`src/rtl/pcileech_tlp_arb_pkg.sv`:
```
// Shared types and widths for the PCIe TX TLP arbiter and its skid stage.
package pcileech_tlp_arb_pkg;

    localparam int TLP_DATA_W = 64;
    localparam int TLP_KEEP_W = 8;
    localparam int TLP_USER_W = 22;

    typedef struct packed {
        logic [TLP_DATA_W-1:0] data;
        logic [TLP_KEEP_W-1:0] keep;
        logic [TLP_USER_W-1:0] user;
        logic                  last;
    } tlp_beat_t;

    typedef enum logic {
        IDLE = 1'b0,
        XFER = 1'b1
    } arb_state_e;

endpackage

```
`src/rtl/pcileech_tlp_skid64.sv`:
```
// Two-entry register slice for TLP beats; outputs come straight from the head register
// so the core-facing interface is fully registered.
module pcileech_tlp_skid64
    import pcileech_tlp_arb_pkg::*;
(
    input  logic      clk,
    input  logic      rst,
    input  tlp_beat_t in_beat,
    input  logic      in_valid,
    output logic      in_ready,
    output tlp_beat_t out_beat,
    output logic      out_valid,
    input  logic      out_ready
);

    tlp_beat_t  r_head;
    tlp_beat_t  r_skid;
    logic [1:0] r_cnt;
    logic       w_push;
    logic       w_pop;

    assign in_ready  = (r_cnt != 2'd2);
    assign out_valid = (r_cnt != 2'd0);
    assign out_beat  = r_head;
    assign w_push    = in_valid && in_ready;
    assign w_pop     = out_valid && out_ready;

    // When full the pop drains the skid entry into the head; in_ready was already low.
    always_ff @(posedge clk or negedge rst) begin
        if (!rst) begin
            r_head <= '0;
            r_skid <= '0;
            r_cnt  <= 2'd0;
        end else begin
            case (r_cnt)
                2'd0: begin
                    if (w_push) begin
                        r_head <= in_beat;
                        r_cnt  <= 2'd1;
                    end
                end
                2'd1: begin
                    if (w_push && w_pop) begin
                        r_head <= in_beat;
                    end else if (w_push) begin
                        r_skid <= in_beat;
                        r_cnt  <= 2'd2;
                    end else if (w_pop) begin
                        r_cnt  <= 2'd0;
                    end
                end
                default: begin
                    if (w_pop) begin
                        r_head <= r_skid;
                        r_cnt  <= 2'd1;
                    end
                end
            endcase
        end
    end

endmodule

```
`src/rtl/pcileech_tlp_tx_arb.sv`:
```
// Packet-level arbiter sharing the 64-bit PCIe TX TLP stream between NUM_SRC producers;
// whole TLPs only, round-robin with optional strict priority for source 0.
module pcileech_tlp_tx_arb
    import pcileech_tlp_arb_pkg::*;
#(
    parameter int NUM_SRC     = 3,
    parameter int PRIO0       = 0,
    parameter int TIMEOUT_CYC = 1024
) (
    input  logic                          clk,
    input  logic                          rst,
    input  logic [NUM_SRC*TLP_DATA_W-1:0] s_data,
    input  logic [NUM_SRC*TLP_KEEP_W-1:0] s_keep,
    input  logic [NUM_SRC*TLP_USER_W-1:0] s_user,
    input  logic [NUM_SRC-1:0]            s_last,
    input  logic [NUM_SRC-1:0]            s_valid,
    output logic [NUM_SRC-1:0]            s_ready,
    input  logic [NUM_SRC-1:0]            src_en,
    output logic [TLP_DATA_W-1:0]         m_data,
    output logic [TLP_KEEP_W-1:0]         m_keep,
    output logic [TLP_USER_W-1:0]         m_user,
    output logic                          m_last,
    output logic                          m_valid,
    input  logic                          m_ready,
    output logic [$clog2(NUM_SRC)-1:0]    grant_id,
    output logic                          busy,
    output logic                          stall_err,
    output logic [15:0]                   pkt_cnt
);

    localparam int GW = $clog2(NUM_SRC);
    localparam int SW = $clog2(TIMEOUT_CYC + 1);

    arb_state_e      r_state;
    logic [GW-1:0]   r_grant;
    logic [GW-1:0]   r_rr_ptr;
    logic [SW-1:0]   r_stall;
    logic            r_stall_err;
    logic [15:0]     r_pkt_cnt;

    logic [NUM_SRC-1:0] w_elig;
    logic [GW-1:0]      w_winner;
    logic [GW-1:0]      w_idx;
    logic               w_found;
    tlp_beat_t          w_in_beat;
    tlp_beat_t          w_out_beat;
    logic               w_sel_valid;
    logic               w_in_valid;
    logic               w_in_ready;
    logic               w_xfer_beat;

    assign w_elig = s_valid & src_en;

    // Search rr_ptr+1, rr_ptr+2, ... so the last winner becomes lowest priority.
    always_comb begin
        w_winner = r_rr_ptr;
        w_found  = 1'b0;
        w_idx    = '0;
        if (PRIO0 != 0 && w_elig[0]) begin
            w_winner = '0;
            w_found  = 1'b1;
        end else begin
            for (int i = 1; i <= NUM_SRC; i++) begin
                w_idx = GW'((int'(r_rr_ptr) + i) % NUM_SRC);
                if (!w_found && w_elig[w_idx]) begin
                    w_winner = w_idx;
                    w_found  = 1'b1;
                end
            end
        end
    end

    assign w_in_beat = '{data: s_data[r_grant*TLP_DATA_W +: TLP_DATA_W],
                         keep: s_keep[r_grant*TLP_KEEP_W +: TLP_KEEP_W],
                         user: s_user[r_grant*TLP_USER_W +: TLP_USER_W],
                         last: s_last[r_grant]};
    assign w_sel_valid = s_valid[r_grant];
    assign w_in_valid  = (r_state == XFER) && w_sel_valid;
    assign w_xfer_beat = w_in_valid && w_in_ready;

    always_comb begin
        s_ready = '0;
        if (r_state == XFER) s_ready[r_grant] = w_in_ready;
    end

    always_ff @(posedge clk or negedge rst) begin
        if (!rst) begin
            r_state     <= IDLE;
            r_grant     <= '0;
            r_rr_ptr    <= GW'(NUM_SRC - 1);
            r_stall     <= '0;
            r_stall_err <= 1'b0;
        end else begin
            r_stall_err <= 1'b0;
            case (r_state)
                IDLE: begin
                    if (w_found) begin
                        r_grant  <= w_winner;
                        r_rr_ptr <= w_winner;
                        r_stall  <= '0;
                        r_state  <= XFER;
                    end
                end
                XFER: begin
                    if (w_xfer_beat) begin
                        r_stall <= '0;
                        if (w_in_beat.last) r_state <= IDLE;
                    end else if (!w_sel_valid && r_stall != SW'(TIMEOUT_CYC)) begin
                        r_stall <= r_stall + SW'(1);
                        if (r_stall == SW'(TIMEOUT_CYC - 1)) r_stall_err <= 1'b1;
                    end
                end
                default: r_state <= IDLE;
            endcase
        end
    end

    pcileech_tlp_skid64 u_skid (
        .clk       (clk),
        .rst       (rst),
        .in_beat   (w_in_beat),
        .in_valid  (w_in_valid),
        .in_ready  (w_in_ready),
        .out_beat  (w_out_beat),
        .out_valid (m_valid),
        .out_ready (m_ready)
    );

    always_ff @(posedge clk or negedge rst) begin
        if (!rst) begin
            r_pkt_cnt <= 16'd0;
        end else if (m_valid && m_ready && m_last) begin
            r_pkt_cnt <= r_pkt_cnt + 16'd1;
        end
    end

    assign m_data    = w_out_beat.data;
    assign m_keep    = w_out_beat.keep;
    assign m_user    = w_out_beat.user;
    assign m_last    = w_out_beat.last;
    assign grant_id  = r_grant;
    assign busy      = (r_state == XFER);
    assign stall_err = r_stall_err;
    assign pkt_cnt   = r_pkt_cnt;

endmodule
```
`config.mk`:
```
export PLATFORM = sky130hd
export DESIGN_NAME = pcileech_tlp_tx_arb
export DESIGN_NICKNAME = d
export VERILOG_FILES = /design/src/rtl/pcileech_tlp_arb_pkg.sv /design/src/rtl/pcileech_tlp_skid64.sv /design/src/rtl/pcileech_tlp_tx_arb.sv
export SDC_FILE = /design/constraint.sdc
export NUM_CORES = 1
export LEC_CHECK = 0
export ABC_AREA = 1
export CORE_MARGIN = 2
export CORE_UTILIZATION = 42
export DETAILED_ROUTE_END_ITERATION = 7
export PLACE_DENSITY_LB_ADDON = 0.05
export SYNTH_ARGS = -nofsm -noshare
export SYNTH_HDL_FRONTEND = slang
export SYNTH_SLANG_ARGS = --single-unit
```
`constraint.sdc`:
```
create_clock -name clk -period 1.9 [get_ports clk]
set_input_delay 0.38 -clock clk [delete_from_list [all_inputs] [get_ports clk]]
set_output_delay 0.38 -clock clk [all_outputs]
set_load 0.05 [all_outputs]
```
**Word level (Yosys, flattened, before mapping)**

Cells that the tools add are included.

- Bits in registers: 225
- Input port bits: 294
- Output and inout port bits: 119
- Logic and storage cells: 107

- $add $sub $neg: 5
- Multiply operators: 1
- Divide/modulo/power cells: 3
- $lt $le $gt $ge: 5
- Equality and inequality tests: 10
- Shifts and indexed selects: 3
- Mux-type cells: 41
- Bitwise operators: 4
- Reduce and logical (&&, ||, !) cells: 20

Operators with widths:

| operator | count |
|---|---|
| $mux W95 | 3 |
| $shiftx A192 B9 Y64 | 1 |
| $pmux W95 S2 | 1 |
| $mod A32 B3 Y32 const B | 3 |
| $shiftx A66 B8 Y22 | 1 |
| $mux W11 | 3 |
| $shiftx A24 B6 Y8 | 1 |
| $pmux W11 S2 | 1 |
| $add A16 B1 Y16 const B | 1 |
| $mux W1 | 16 |
| $mux W2 | 8 |
| $lt A2 B3 Y1 const B | 4 |
| $add A11 B1 Y11 const B | 1 |
| $eq A11 B10 Y1 const B | 1 |
| $ne A11 B11 Y1 const B | 1 |
| $bmux W1 S2 | 5 |
| $logic_and A1 B1 Y1 | 9 |
| $add A2 B2 Y3 const B | 2 |
| $and A3 B3 Y3 | 2 |
| $mul A2 B4 Y6 const B | 1 |
| $ne A2 B2 Y1 const B | 3 |
| $ne A3 B1 Y1 const B | 2 |
| $reduce_and A3 Y1 | 2 |
| $ne A2 B1 Y1 const B | 2 |
| 14 further kinds | 18 |

**Logic depth before layout (Yosys ltp)**

- Depth in word-level cells: 13
- Depth in mapped cells: 12
- Gate-level depth less buffers: 12

**Hierarchy**

A second synthesis with hierarchy kept.

- Cell total of the unflattened synthesis: 1835
- Area total of the unflattened synthesis: 12406.9 um2

Modules (own cells, without submodules):

| module | times used | cells each | area an instance (um2) | seq. area each (um2) |
|---|---|---|---|---|
| pcileech_tlp_skid64 | 1 | 1147 | 8728.4 | 4804.6 |
| pcileech_tlp_tx_arb | 1 | 688 | 3678.5 | 802.0 |

**Worst setup path after synthesis**

Ideal clock, no wire load.

- Kind: reg2out
- Start point: register r_state, in the netlist busy
- End point: output s_ready[0]
- Data arrival time: 2114 ps
- Data required time: 1520 ps
- Slack: -594 ps
- Stages on the path, launching flop included: 5
- Path buffers: 0
- Cells stage by stage: dfrtp_1 inv_1 a21oi_1 inv_1 nor3_1

- Longest elaborated chain between the ends: 1

RTL lines:

| item | line | RTL |
|---|---|---|
| start: declaration | pcileech_tlp_tx_arb.sv:34 | `arb_state_e r_state;` |
| start signal: assignment | pcileech_tlp_tx_arb.sv:88 | `r_state <= IDLE;` |
| start signal: assignment | pcileech_tlp_tx_arb.sv:101 | `r_state <= XFER;` |
| start signal: assignment | pcileech_tlp_tx_arb.sv:107 | `if (w_in_beat.last) r_state <= IDLE;` |
| $mux W3 | pcileech_tlp_tx_arb.sv:83 | `if (r_state == XFER) s_ready[r_grant] = w_in_ready;` |
| end: declaration | pcileech_tlp_tx_arb.sv:17 | `output logic [NUM_SRC-1:0] s_ready,` |

No other way between the ends.

**Worst setup path after layout**

- Start point: register u_skid.r_cnt[0]
- End point: output s_ready[1]

- Longest elaborated chain between the ends: 3

RTL lines:

| item | line | RTL |
|---|---|---|
| start: declaration | pcileech_tlp_skid64.sv:18 | `logic [1:0] r_cnt;` |
| start signal: assignment | pcileech_tlp_skid64.sv:33 | `r_cnt <= 2'd0;` |
| start signal: assignment | pcileech_tlp_skid64.sv:39 | `r_cnt <= 2'd1;` |
| start signal: assignment | pcileech_tlp_skid64.sv:47 | `r_cnt <= 2'd2;` |
| $ne A2 B2 Y1 | pcileech_tlp_skid64.sv:22 | `assign in_ready = (r_cnt != 2'd2);` |
| $and A3 B3 Y3 (no line) | -- |  |
| $mux W3 | pcileech_tlp_tx_arb.sv:83 |  |

No other way between the ends.

==> flow_summary.yaml <==
job:
  maxCapViolations: 0
run_status:
  outcome: "finished with violations"
  failing_checks: "setup timing"
clocking:
  worstSkewPairLatency_ns: 0.51
  clock-root-buffer: "clkbuf_16"
  cts.reportedPaths.clkPinSlew_ns: 0.06
  cts.htree.levels: 1
  tritoncts_clock_tree: "built"
  clock_sinks: 224
  clock_path_buffers: 3
  cts_made_buffers: 25
power_and_ir_drop:
  power.density_nw_per_um2: 1870
  irDropWorstVdd_mv: 0.849
  power.leakage_nw: 8.53
logic_synthesis:
  synth-main-ff-cell: "dfrtp_1"
  synth.area.top_cells: "dfrtp_1 47%, nand2_1 16%, nand3_1 6.2%, o21a_1 6.0%, o22ai_1 5.0%"
  post_synth_instance_area_um2: 11800
  ys_types: 28
  synthDominantAreaCellType: "dfrtp_1"
  post_synth.cell_area_avg_um2: 7.55
  syn_inst: 1561
  postSynthNetCount: 1861
  synth_seq_area_share_pct: 47.5
  synth_common_cells: "490 x nand2_1, 223 x dfrtp_1, 145 x nand3_1"
  synth_seq_cells: 224
  synthArstFlopShare_pct: 100
  yosysTopAreaCellShare_pct: 47.3
  synth_edf_count: 0
  synthesis.yosys.warnings: 0
  synth.most_common_cell: "nand2_1"
cells_and_area:
  flow.area_growth_from_synthesis_pct: 57.3
  num-fill-cells: 2358
  multi_input_comb_area_um2: 5520
  nNetsFinal: 2317
  sequential_cell_area_um2: 5610
  post_route_cells_drive_above_1_share_pct: 16.3
  antennaDiodeCount: 0
  layout.cells.non_filler: 2412
  final_cell_area_um2: 18500
timing:
  fin_skew_ns: 0.0108
  grt_setup_unrepaired: "true"
  setup_total_negative_slack_ns: -0.579
  timing.final.hold_violations: 0
  layout_worst_path_cycle_share_pct: 112
  timing.max_slew.rel_slack_pct: 65.6
  final-setup-viol-count: 3
  worst-slew-pin-transition_ns: 0.516
  slew_violations: 0
  period_minus_slack_ns: 2.13
  whs_ns: 0.382
  finalWorstSetupSlack_ns: -0.231
  max_clock_freq_ghz: 0.469
drt:
  starting_drc_count_in_detailed_routing: 724
  detail_route.drc_violations: 0
  drt_wl_total_mm: 41.4
  postRouteAntennaNets: 0
  wl_per_cell_um: 17.2
  drtPass1Iterations: 5
  via_count: 12400
  route.detailed.vias_per_inst: 5.13
placement:
  dpl.cell_count: 2325
  place_area_um2: 16600
  place.port_buffers: 412
  post-dp-hpwl_mm: 26.6
  gp_routability_congestion: 0.887
critical_path:
  critical_path_buf_inv_count: 4
  cp-end-kind: "output pin"
  worst_r2r_startpoint: "grant_id[0]$_DFFE_PN0P_"
  reg2reg_depth: 9
  timing.critical_path.slowest_stage_cell: "dfrtp_1"
  critPathLaunchType: "flop"
  timing.critical_path.max_delay_family: "buffers and inverters"
  cp_data_arrival_time_ns: 1.75
  cp_max_fo: 3
  setup_slack_on_the_worst_flop_to_flop_path_ns: 0.01
  crit_chain: "inv_2 -> a21oi_2 -> buf_4 -> clkinvlp_4 -> nor3_4 -> buf_12"
  maximum_single_stage_delay_on_the_critical_path_ns: 0.38
  cp.depth: 6
  r2r_end: "u_skid.r_skid[48]$_DFFE_PN0P_"
  worst_endpoint_required_time_ns: 1.52
  critical_path_class: "flop to output pin"
die:
  boundaryPins: 413
  die_width_um: 172
  initial_core_util_pct: 42.6
  core_area_um2: 27700
  dieHeight_um: 172
  placementRows: 61
  die_area_um2: 29400
global_route:
  grt_max_degree: 119
  grt_antenna_before_repair: 0
  grt_usage_pct: 24.8
  grt_first_pass_wirelength_mm: 58.6
  first_global_vias: 11500
  grt.overflow.total: 0
min_path:
  worst_hold_path_type: "primary input to async pin"
kinds of logic (layout without fill, tap and decap cells):
family                     count (synthesis)  count (layout)  share of synthesized area, %
and+or+nand+nor                          790             790                          27.3
buffers and inverters                    231             704                          8.00
AOI/OAI and AO/OA                        298             298                          15.7
xor gates and xnor gates                  12              12                         0.891
DFF                                      224             224                          47.5
adders and majority gates                  6               6                         0.637
flip-flops by register name (all words and copies together) (netlist names):
signal and count:
busy 1, grant_id 2, pkt_cnt 16, r_rr_ptr 1, r_stall 11, stall_err 1
u_skid.out_beat 95, u_skid.r_cnt 2, u_skid.r_skid 95
through the flow:
stage | power (mW) | setup slack, ns | util (%)
finish | 34.6 | -0.231 | 66.9
global route | 36.7 | -0.290 | 66.9
CTS | 32.4 | -0.232 | 63.7
detailed placement | 26.5 | -0.175 | 59.8
global placement | 26.2 | -0.126 | 59.8
floorplan | 20.4 | -0.0185 | -
metal layers:
layer	track usage [%]	vias up	part of all wire, %
li1	-	6007	-
met1	30.7	5895	41
met2	43.9	405	50
met3	4.79	55	6.4
met4	6.96	0	2.6
met5	0	-	0
how the worst max path moves through the flow:
| stage | from | end |
|---|---|---|
| after CTS | u_skid.r_cnt[0]$_DFFE_PN0P_ | s_ready[1] |
| final | u_skid.r_cnt[0]$_DFFE_PN0P_ | s_ready[1] |
| after global placement | src_en[2] | grant_id[1]$_DFFE_PN0P_ |
| after detailed placement | s_valid[0] | u_skid.out_beat[41]$_DFFE_PN0P_ |
| after floorplan | grant_id[1]$_DFFE_PN0P_ | u_skid.out_beat[17]$_DFFE_PN0P_ |
| after global routing | u_skid.r_cnt[0]$_DFFE_PN0P_ | s_ready[1] |
placed cells by master (no fill, tap or decap), types with 3 or more instances in the layout:
cell	count
a21oi_2	3
bufinv_16	5
o21ai_0	8
nand2_1	483
inv_4	3
ha_1	4
nor2_2	7
buf_8	3
clkinv_2	4
nor2_4	5
buf_16	9
nor2_1	124
nand3_1	140
dfrtp_2	4
o21a_1	94
clkbuf_1	5
dlygate4sd2_1	8
nand3_2	5
a21oi_1	94
xor2_1	7
dfrtp_1	219
o22ai_2	17
buf_12	22
inv_2	5
clkbuf_8	4
nand4_1	9
nor3_1	3
clkdlybuf4s50_1	292
nand2_2	6
buf_6	8
xnor2_1	5
o22ai_1	78
inv_1	125
buf_4	162
clkbuf_16	45
final cells by class:
class | instances | share of cell area, %
flip-flops and latches | 224 | 30.3
clock buffers | 34 | 3.77
multi-input cells | 1106 | 29.7
clock inverters | 10 | 0.965
well taps | 378 | 2.55
inverters | 135 | 2.82
repair buffers | 525 | 29.9
power breakdown:
part | internal [mW] | leakage [nW] | switching [mW]
Clock | 3.25 | 0.433 | 1.95
Combinational | 8.25 | 5.41 | 13.1
Sequential | 7.00 | 2.68 | 1.07
worst register-to-register path: stages (launching register included):
cell and delay [ns]:
dfrtp_2 0.43, buf_6 0.14, nor2_4 0.10, nand2_2 0.07, nand3_4 0.13, nand4_1 0.21, nor2_4 0.23, buf_12 0.20
clkbuf_16 0.19, o22ai_1 0.07
timing repair:
item	in CTS	in global routing
hold buffers	1	0
setup buffers	9	9
gates cloned	3	22
pin swaps	7	11
setup endpoints to repair	85	209
resized for setup	20	70
hold endpoints to repair	52	0
Power figures use the tool's default switching activity.
